<file path="src/rtl/accelerator_pkg.sv">
// accelerator_pkg: register offsets, CTRL/STATUS bit indices and multiplier sizing.
package accelerator_pkg;
    localparam int OFF_OPA = 'h000;
    localparam int OFF_OPB = 'h004;
    localparam int OFF_CTRL = 'h008;
    localparam int OFF_STATUS = 'h00C;
    localparam int OFF_RESULT = 'h010;
    localparam int CTRL_START = 0;
    localparam int CTRL_IE = 1;
    localparam int STATUS_BUSY = 0;
    localparam int STATUS_DONE = 1;
    localparam int OP_WIDTH = 32;
    localparam int ITERATIONS = 32;
    localparam int COUNT_WIDTH = $clog2(ITERATIONS);
endpackage

</file>
<file path="src/rtl/accel_mul_core.sv">
// accel_mul_core: iterative unsigned shift-add multiplier, one partial product per cycle.
module accel_mul_core
    import accelerator_pkg::*;
(
    input  logic                  clk,
    input  logic                  rst,
    input  logic                  start,
    input  logic [OP_WIDTH-1:0]   opa,
    input  logic [OP_WIDTH-1:0]   opb,
    output logic                  busy,
    output logic                  done,
    output logic [2*OP_WIDTH-1:0] product
);
    logic [2*OP_WIDTH-1:0] mcand;
    logic [OP_WIDTH-1:0] mplier;
    logic [COUNT_WIDTH-1:0] count;
    logic lastIter;

    assign lastIter = count == COUNT_WIDTH'(ITERATIONS - 1);
    // done pulses during the final iteration so the top can latch DONE on the same edge
    assign done = busy & lastIter;

    always_ff @(posedge clk) begin
        if (!rst) begin
            busy <= 1'b0;
            product <= '0;
            mcand <= '0;
            mplier <= '0;
            count <= '0;
        end else if (start) begin
            busy <= 1'b1;
            product <= '0;
            mcand <= {{OP_WIDTH{1'b0}}, opa};
            mplier <= opb;
            count <= '0;
        end else if (busy) begin
            product <= product + (mplier[0] ? mcand : '0);
            mcand <= mcand << 1;
            mplier <= mplier >> 1;
            count <= count + 1'b1;
            busy <= ~lastIter;
        end
    end
endmodule

</file>
<file path="src/rtl/accelerator.sv">
// accelerator: memory-mapped 32x32 multiplier with register file and one-cycle handshake.
// Define ACCEL_IRQ_EN to build the IE bit and the registered interrupt output.
module accelerator
    import accelerator_pkg::*;
#(
    parameter int dataWidth = 8,
    parameter int addrWidth = 12
) (
    input  logic                 clk,
    input  logic                 rst,
    input  logic                 cs,
    input  logic                 readmem,
    input  logic                 writemem,
    input  logic [addrWidth-1:0] address,
    input  logic [dataWidth-1:0] dataIn,
    output logic [dataWidth-1:0] dataOut,
    output logic                 memDataReady,
    output logic                 interrupt
);
    logic [OP_WIDTH-1:0] opa, opb;
    logic [2*OP_WIDTH-1:0] product;
    logic busy, mulDone, done, ie;
    logic wrFirst, startReq;
    logic selOpa, selOpb, selCtrl, selStatus, selResult;
    logic [dataWidth-1:0] ctrlByte, statusByte, rdByte;

    assign selOpa = address[addrWidth-1:2] == (addrWidth-2)'(OFF_OPA >> 2);
    assign selOpb = address[addrWidth-1:2] == (addrWidth-2)'(OFF_OPB >> 2);
    assign selCtrl = address == addrWidth'(OFF_CTRL);
    assign selStatus = address == addrWidth'(OFF_STATUS);
    assign selResult = address[addrWidth-1:3] == (addrWidth-3)'(OFF_RESULT >> 3);

    // a held request only acts once: side effects are gated off once the handshake is up
    assign wrFirst = cs & writemem & ~memDataReady;
    assign startReq = wrFirst & selCtrl & dataIn[CTRL_START] & ~busy;

    accel_mul_core mulCore (
        .clk(clk),
        .rst(rst),
        .start(startReq),
        .opa(opa),
        .opb(opb),
        .busy(busy),
        .done(mulDone),
        .product(product)
    );

    always_ff @(posedge clk) begin
        if (!rst) begin
            opa <= '0;
            opb <= '0;
            done <= 1'b0;
            memDataReady <= 1'b0;
        end else begin
            memDataReady <= cs & (readmem | writemem);
            if (wrFirst && selOpa && !busy) opa[{address[1:0], 3'b000} +: dataWidth] <= dataIn;
            if (wrFirst && selOpb && !busy) opb[{address[1:0], 3'b000} +: dataWidth] <= dataIn;
            // completion outranks a same-cycle software clear
            done <= startReq ? 1'b0 :
                    mulDone ? 1'b1 :
                    (wrFirst && selStatus && dataIn[STATUS_DONE]) ? 1'b0 : done;
        end
    end

`ifdef ACCEL_IRQ_EN
    always_ff @(posedge clk) begin
        if (!rst) begin
            ie <= 1'b0;
            interrupt <= 1'b0;
        end else begin
            if (wrFirst && selCtrl) ie <= dataIn[CTRL_IE];
            interrupt <= done & ie;
        end
    end
`else
    assign ie = 1'b0;
    assign interrupt = 1'b0;
`endif

    always_comb begin
        ctrlByte = '0;
        ctrlByte[CTRL_IE] = ie;
        statusByte = '0;
        statusByte[STATUS_BUSY] = busy;
        statusByte[STATUS_DONE] = done;
    end

    assign rdByte = selOpa ? opa[{address[1:0], 3'b000} +: dataWidth] :
                    selOpb ? opb[{address[1:0], 3'b000} +: dataWidth] :
                    selCtrl ? ctrlByte :
                    selStatus ? statusByte :
                    selResult ? product[{address[2:0], 3'b000} +: dataWidth] : '0;
    assign dataOut = (cs & readmem) ? rdByte : '0;
endmodule

</file>
<file path="config.mk">
export PLATFORM = sky130hd
export DESIGN_NAME = accelerator
export DESIGN_NICKNAME = d
export VERILOG_FILES = /design/src/rtl/accelerator_pkg.sv /design/src/rtl/accel_mul_core.sv /design/src/rtl/accelerator.sv
export SDC_FILE = /design/constraint.sdc
export NUM_CORES = 1
export LEC_CHECK = 0
export CAP_MARGIN = 10
export CORE_MARGIN = 3
export CORE_UTILIZATION = 46
export CTS_BUF_LIST = sky130_fd_sc_hd__clkbuf_8
export CTS_CLUSTER_DIAMETER = 60
export CTS_CLUSTER_SIZE = 28
export DETAILED_ROUTE_END_ITERATION = 7
export PLACE_DENSITY_LB_ADDON = 0.15
export SYNTH_ARGS = -nofsm -noshare
export SYNTH_HDL_FRONTEND = slang
export SYNTH_SLANG_ARGS = --single-unit
</file>
<file path="constraint.sdc">
create_clock -name clk -period 3.3 [get_ports clk]
set_input_delay 0.33 -clock clk [delete_from_list [all_inputs] [get_ports clk]]
set_output_delay 0.33 -clock clk [all_outputs]
set_load 0.02 [all_outputs]
</file>
Yosys cells after proc, flatten, opt, wreduce, memory -nomap -nowiden --
Cells that the tools add are included.
Word-level totals: register bits 232, bits of input ports 25, output and inout bits 10, logic and storage cells 64
Operators by class: add/sub/neg operators 3, equal/unequal tests 5, shift operators 5, multiplexer cells 17, bitwise gates (word level) 13, reductions and logical operators 11
Operators by type and width (number):
- $mux 32 | 4
- $add 64x64->64 | 1
- $bwmux 32 | 2
- $mux 64 | 1
- $shiftx 32x6->8 | 2
- $shiftx 64x7->8 | 1
- $mux 8 | 6
- $shift 8x7->32 const A | 1
- $shiftx 8x7->32 | 1
- $eq 12x4->1 const B | 2
- $eq 10x1->1 const B | 1
- $logic_not 10->1 | 1
- $eq 9x2->1 const B | 1
- $and 1x1->1 | 8
- $neg 5->7 | 1
- $logic_and 1x1->1 | 6
- $add 5x1->5 const B | 1
- $eq 5x5->1 const B | 1
- $mux 1 | 4
- $not 1->1 | 4
- $reduce_bool 2->1 | 2
- $reduce_or 2->1 | 1
- $logic_not 1->1 | 1
- $or 1x1->1 | 1

Longest topological paths before layout --
word-level depth 7, gate-level depth with buffers 16, mapped depth without buffers 14

Hierarchy --
Synthesis repeated with hierarchy kept, for this count alone.
Second synthesis, totals: cells, all modules 1748, area, all modules 14682.8 um^2
By module, submodules not included:
- accel_mul_core | instances 1, cells each 1332, area each 10730.3 um^2, seq. area each 3323.2 um^2
- accelerator | instances 1, cells each 416, area each 3952.5 um^2, seq. area each 1321.3 um^2

Least setup slack after synthesis --
Ideal clock, no wire load.
kind register to register, start register mulCore.mplier[0], end register mulCore.product[60], setup time 0.130 ns, arrival 3.237 ns, data required time 3.170 ns, slack -0.067 ns, stages on the path, launching flop included 17, path buffers 2, period minus slack after synthesis 3.367 ns, cells stage by stage dfxtp_1 clkbuf_1 clkbuf_1 and2_1 ha_1 fa_1 a211oi_1 o21ai_1 o21ai_1 a211oi_1 o211ai_1 a211oi_1 o21ai_0 nand3_1 a41oi_1 xor2_1 o21ai_0
Between the ends: longest elaborated chain between the ends 2
Ends and longest elaborated chain:
- start: declaration | RTL line accel_mul_core.sv:15 | logic [OP_WIDTH-1:0] mplier;
- start signal: assignment | RTL line accel_mul_core.sv:34 | mplier <= opb;
- start signal: assignment | RTL line accel_mul_core.sv:39 | mplier <= mplier >> 1;
- $mux 64 | RTL line accel_mul_core.sv:37 | product <= product + (mplier[0] ? mcand : '0);
- $add 64x64->64 | RTL line accel_mul_core.sv:37
- end signal: assignment | RTL line accel_mul_core.sv:37
- end: declaration | RTL line accel_mul_core.sv:12 | output logic [2*OP_WIDTH-1:0] product
Every way passes these cells. A chain may end at the register's enable or synchronous reset.

Final worst setup path --
start register mulCore.mplier[0], end register mulCore.product[49]
Same word-level chain as after synthesis.

==> results.cfg <==
[pwr]
power_density_nw_per_um2 = 299
combPwrFrac_pct = 3.8
power.internal_uw = 3800
peakVddDrop_mv = 0.441
power_frac_seq_pct = 51.9
power_frac_clock_pct = 44.3
p_leak_uw = 0.00764
swShare_pct = 29.6
power_uw = 5400
switching_power_uw = 1600

[sta]
worst_slew_pin_slew_ns = 0.739
min_period_ns = 3.30
finalSetupViolations = 0
skew_ns = 0.0501
slew_viol_final = 0
rsz0062_at_grt = true
slew-limit-headroom_pct = 50.7
max_freq_ghz = 0.303
hold_violations = 0
finalWorstSetupSlack_ns = 0.00180
finalCritPeriodShare_pct = 99.9

[synthesis]
synthArstFlopShare_pct = 0
synth-edff-count = 0
synth.avg_cell_area_um2 = 8.35
syn_nets = 1809
yosys_most_used_dff = dfxtp_1
ys_seq_area_share_pct = 32.5
syn_area_um2 = 14300
yosys_register_bits = 232
synth.distinct_cells = 63
ys_warn_count = 0
synthCells = 1713

[die]
num_rows = 63
core_um2 = 30100
initial_core_util_pct = 47.5
dieArea_um2 = 33200
boundaryPins = 35
die_w_um = 182
fp.dieH_um = 182

[detailed_routing]
vias = 12700
drt_iter0_drc = 821
drtPass1Iterations = 5
wl_per_cell_um = 19.0
detail_route.wirelength_mm = 43.6
vias_per_cell = 5.52
drc = 0
final_antenna_net_count = 0

[grt]
antenna_found_initial = 0
grt_max_degree = 114
grt_pass1_vias = 12200
grt_pass1_wl_mm = 67.9
grt.total_usage_pct = 25.3
gr-total-overflow = 0

[critical_path]
cp_slowest_cell = a2111oi_4
path_depth = 15
crit_path_start_kind = flop
crit_chain = clkbuf_16 > and2_4 > ha_4 > o211ai_1 > o211ai_1 > buf_4 > a211oi_4 > o32ai_4 > o21bai_2 > a2111oi_4 > a21oi_2 > o221ai_4 > a21oi_2 > xnor2_1 > o21ai_1
cp_max_fo = 9
path_buf_inv = 2
critPathRequiredTime_ns = 3.80
cp_top_family = compound AO/OA/AOI/OAI gates
crit_path_end_kind = flop
r2r_cells = 15
critPathKind = reg2reg
max_stage_delay_ns = 0.42
critPathArrivalTime_ns = 3.80

[job]
drv_cap = 0

[clock_tree]
clock_latency_ns = 0.62
cts_made_buffers = 24
cts_tree = done
cts_hold_buf = 0
htreeDepth = 1
root_buffer = clkbuf_8
cts.sinks = 232
clk_pin_slew_ns = 0.14
cts.path.max_buffers = 3

[finish]
fin_nets = 1980
fin_area_um2 = 18100
diodes = 0
drive_gt1_share_pct = 23.0
fin_util_pct = 60.0
area_growth_syn_to_layout_pct = 26.3

[worst_hold_path]
holdPathStages = 2
hold_path.class = in2reg

[status]
status = completed

[place]
globalplace.congestion = 0.986
dpl_cell_area_um2 = 16300
place_ws_ns = -0.294
dp_hpwl_mm = 32.2
io_buffers = 33
-- registers in the layout (all words and copies together) (netlist names) --
register / flops
done: 1
memDataReady: 1
mulCore.busy: 1
mulCore.count: 5
mulCore.mcand: 64
mulCore.mplier: 32
mulCore.product: 64
opa: 32
opb: 32
-- metal layers --
metal	GRT usage (%)	share of wire, %	routed length [µm]
met2	41.7	46	20200
met1	34.8	45	19800
met4	8.35	4.0	1730
met3	2.93	4.3	1870
met5	0	0	0
-- layout by cell type (no fill, tap or decap), drive strengths merged, types with 3 or more instances in the layout --
cell type,n
nand2,246
dfxtp,232
buf,223
and2,193
o21ai,179
mux2i,147
nor2,120
a21oi,84
ha,70
a21o,40
xnor2,35
inv,34
mux4,33
xor2,29
clkbuf,26
clkdlybuf4s50,25
nand4,16
o21bai,15
nand3,13
nand2b,12
nor3,12
a211oi,12
o211ai,10
o221ai,10
and3,7
nor2b,7
a31oi,7
dlymetal6s2s,6
or3,6
nor3b,5
o21a,5
o22ai,4
nor4,4
clkinv,4
or2,3
and4,3
-- logic make-up after synthesis --
kind of cell | Yosys count | share of synthesized area [%]
xor gates and xnor gates | 64 | 3.92
muxes | 180 | 15.5
and+or+nand+nor | 650 | 22.0
buffers and inverters | 129 | 3.47
adders and majority gates | 71 | 6.26
other | 1 | 0.0262
DFF | 232 | 32.5
AOI/OAI and AO/OA | 386 | 16.3
-- cell type report --
class                      instances  area, µm²
fill                            2694      12100
multi-input combinational       1352      10000
sequential                       232       4650
timing repair buffer             255       2140
tap                              390        488
clock buffer                      25        344
clock inverter                    19        319
inverter                          19       71.3
-- through the flow --
step | hold slack, ns | TNS (ns) | instances
3_5_place_dp | 0.485 | -2.86 | 2231
4_1_cts | 0.273 | -0.0666 | 2285
6_report | 0.313 | 0 | 2292
2_1_floorplan | 0.440 | 0 | 1713
3_3_place_gp | 0.476 | -2.08 | 2231
5_1_grt | 0.303 | -0.823 | 2292
-- cells in the mapped netlist, drive strengths merged (4+ instances only) --
master | n | area share [%]
a211oi | 12 | 0.63
a21o | 40 | 2.1
a21oi | 84 | 3.0
a31oi | 7 | 0.31
and2 | 193 | 8.4
and3 | 7 | 0.31
buf | 14 | 0.45
clkbuf | 96 | 2.5
dfxtp | 232 | 32
ha | 70 | 6.1
inv | 19 | 0.50
mux2i | 147 | 10
mux4 | 33 | 5.2
nand2 | 246 | 6.5
nand2b | 12 | 0.52
nand3 | 13 | 0.45
nand4 | 16 | 0.74
nor2 | 120 | 3.1
nor2b | 7 | 0.31
nor3 | 12 | 0.42
nor3b | 5 | 0.26
nor4 | 4 | 0.22
o211ai | 10 | 0.52
o21a | 5 | 0.26
o21ai | 179 | 6.3
o21bai | 15 | 0.81
o221ai | 10 | 0.73
o22ai | 4 | 0.17
or3 | 6 | 0.26
xnor2 | 35 | 2.1
xor2 | 29 | 1.8
-- power groups by stage --
| stage | Combinational [µW] | Clock [µW] | Sequential, µW |
|---|---|---|---|
| after global routing | 221 | 2560 | 2800 |
| after global placement | 203 | 0 | 2860 |
| after detailed placement | 203 | 0 | 2860 |
| final | 207 | 2390 | 2800 |
| after CTS | 203 | 2460 | 2800 |
| after floorplan | 101 | 0 | 2860 |
-- final timing paths --
kind	end	start	slack (ns)
setup / recovery	mulCore.product[49]$_SDFFE_PP0P_	mulCore.mplier[0]$_SDFFE_PN0P_	0.002
hold / removal	memDataReady$_SDFF_PN0_	cs	0.31
setup reg to reg	mulCore.product[49]$_SDFFE_PP0P_	mulCore.mplier[0]$_SDFFE_PN0P_	0.002
hold reg to reg	mulCore.product[61]$_SDFFE_PP0P_	mulCore.product[61]$_SDFFE_PP0P_	0.51
-- repair_timing --
item,4_1_cts,5_1_grt
cloned,0,1
setup endpoints to repair,24,35
resized for setup,72,105
setup buffers,10,7
pin swaps,26,43
(Power assumes the default switching activity.)
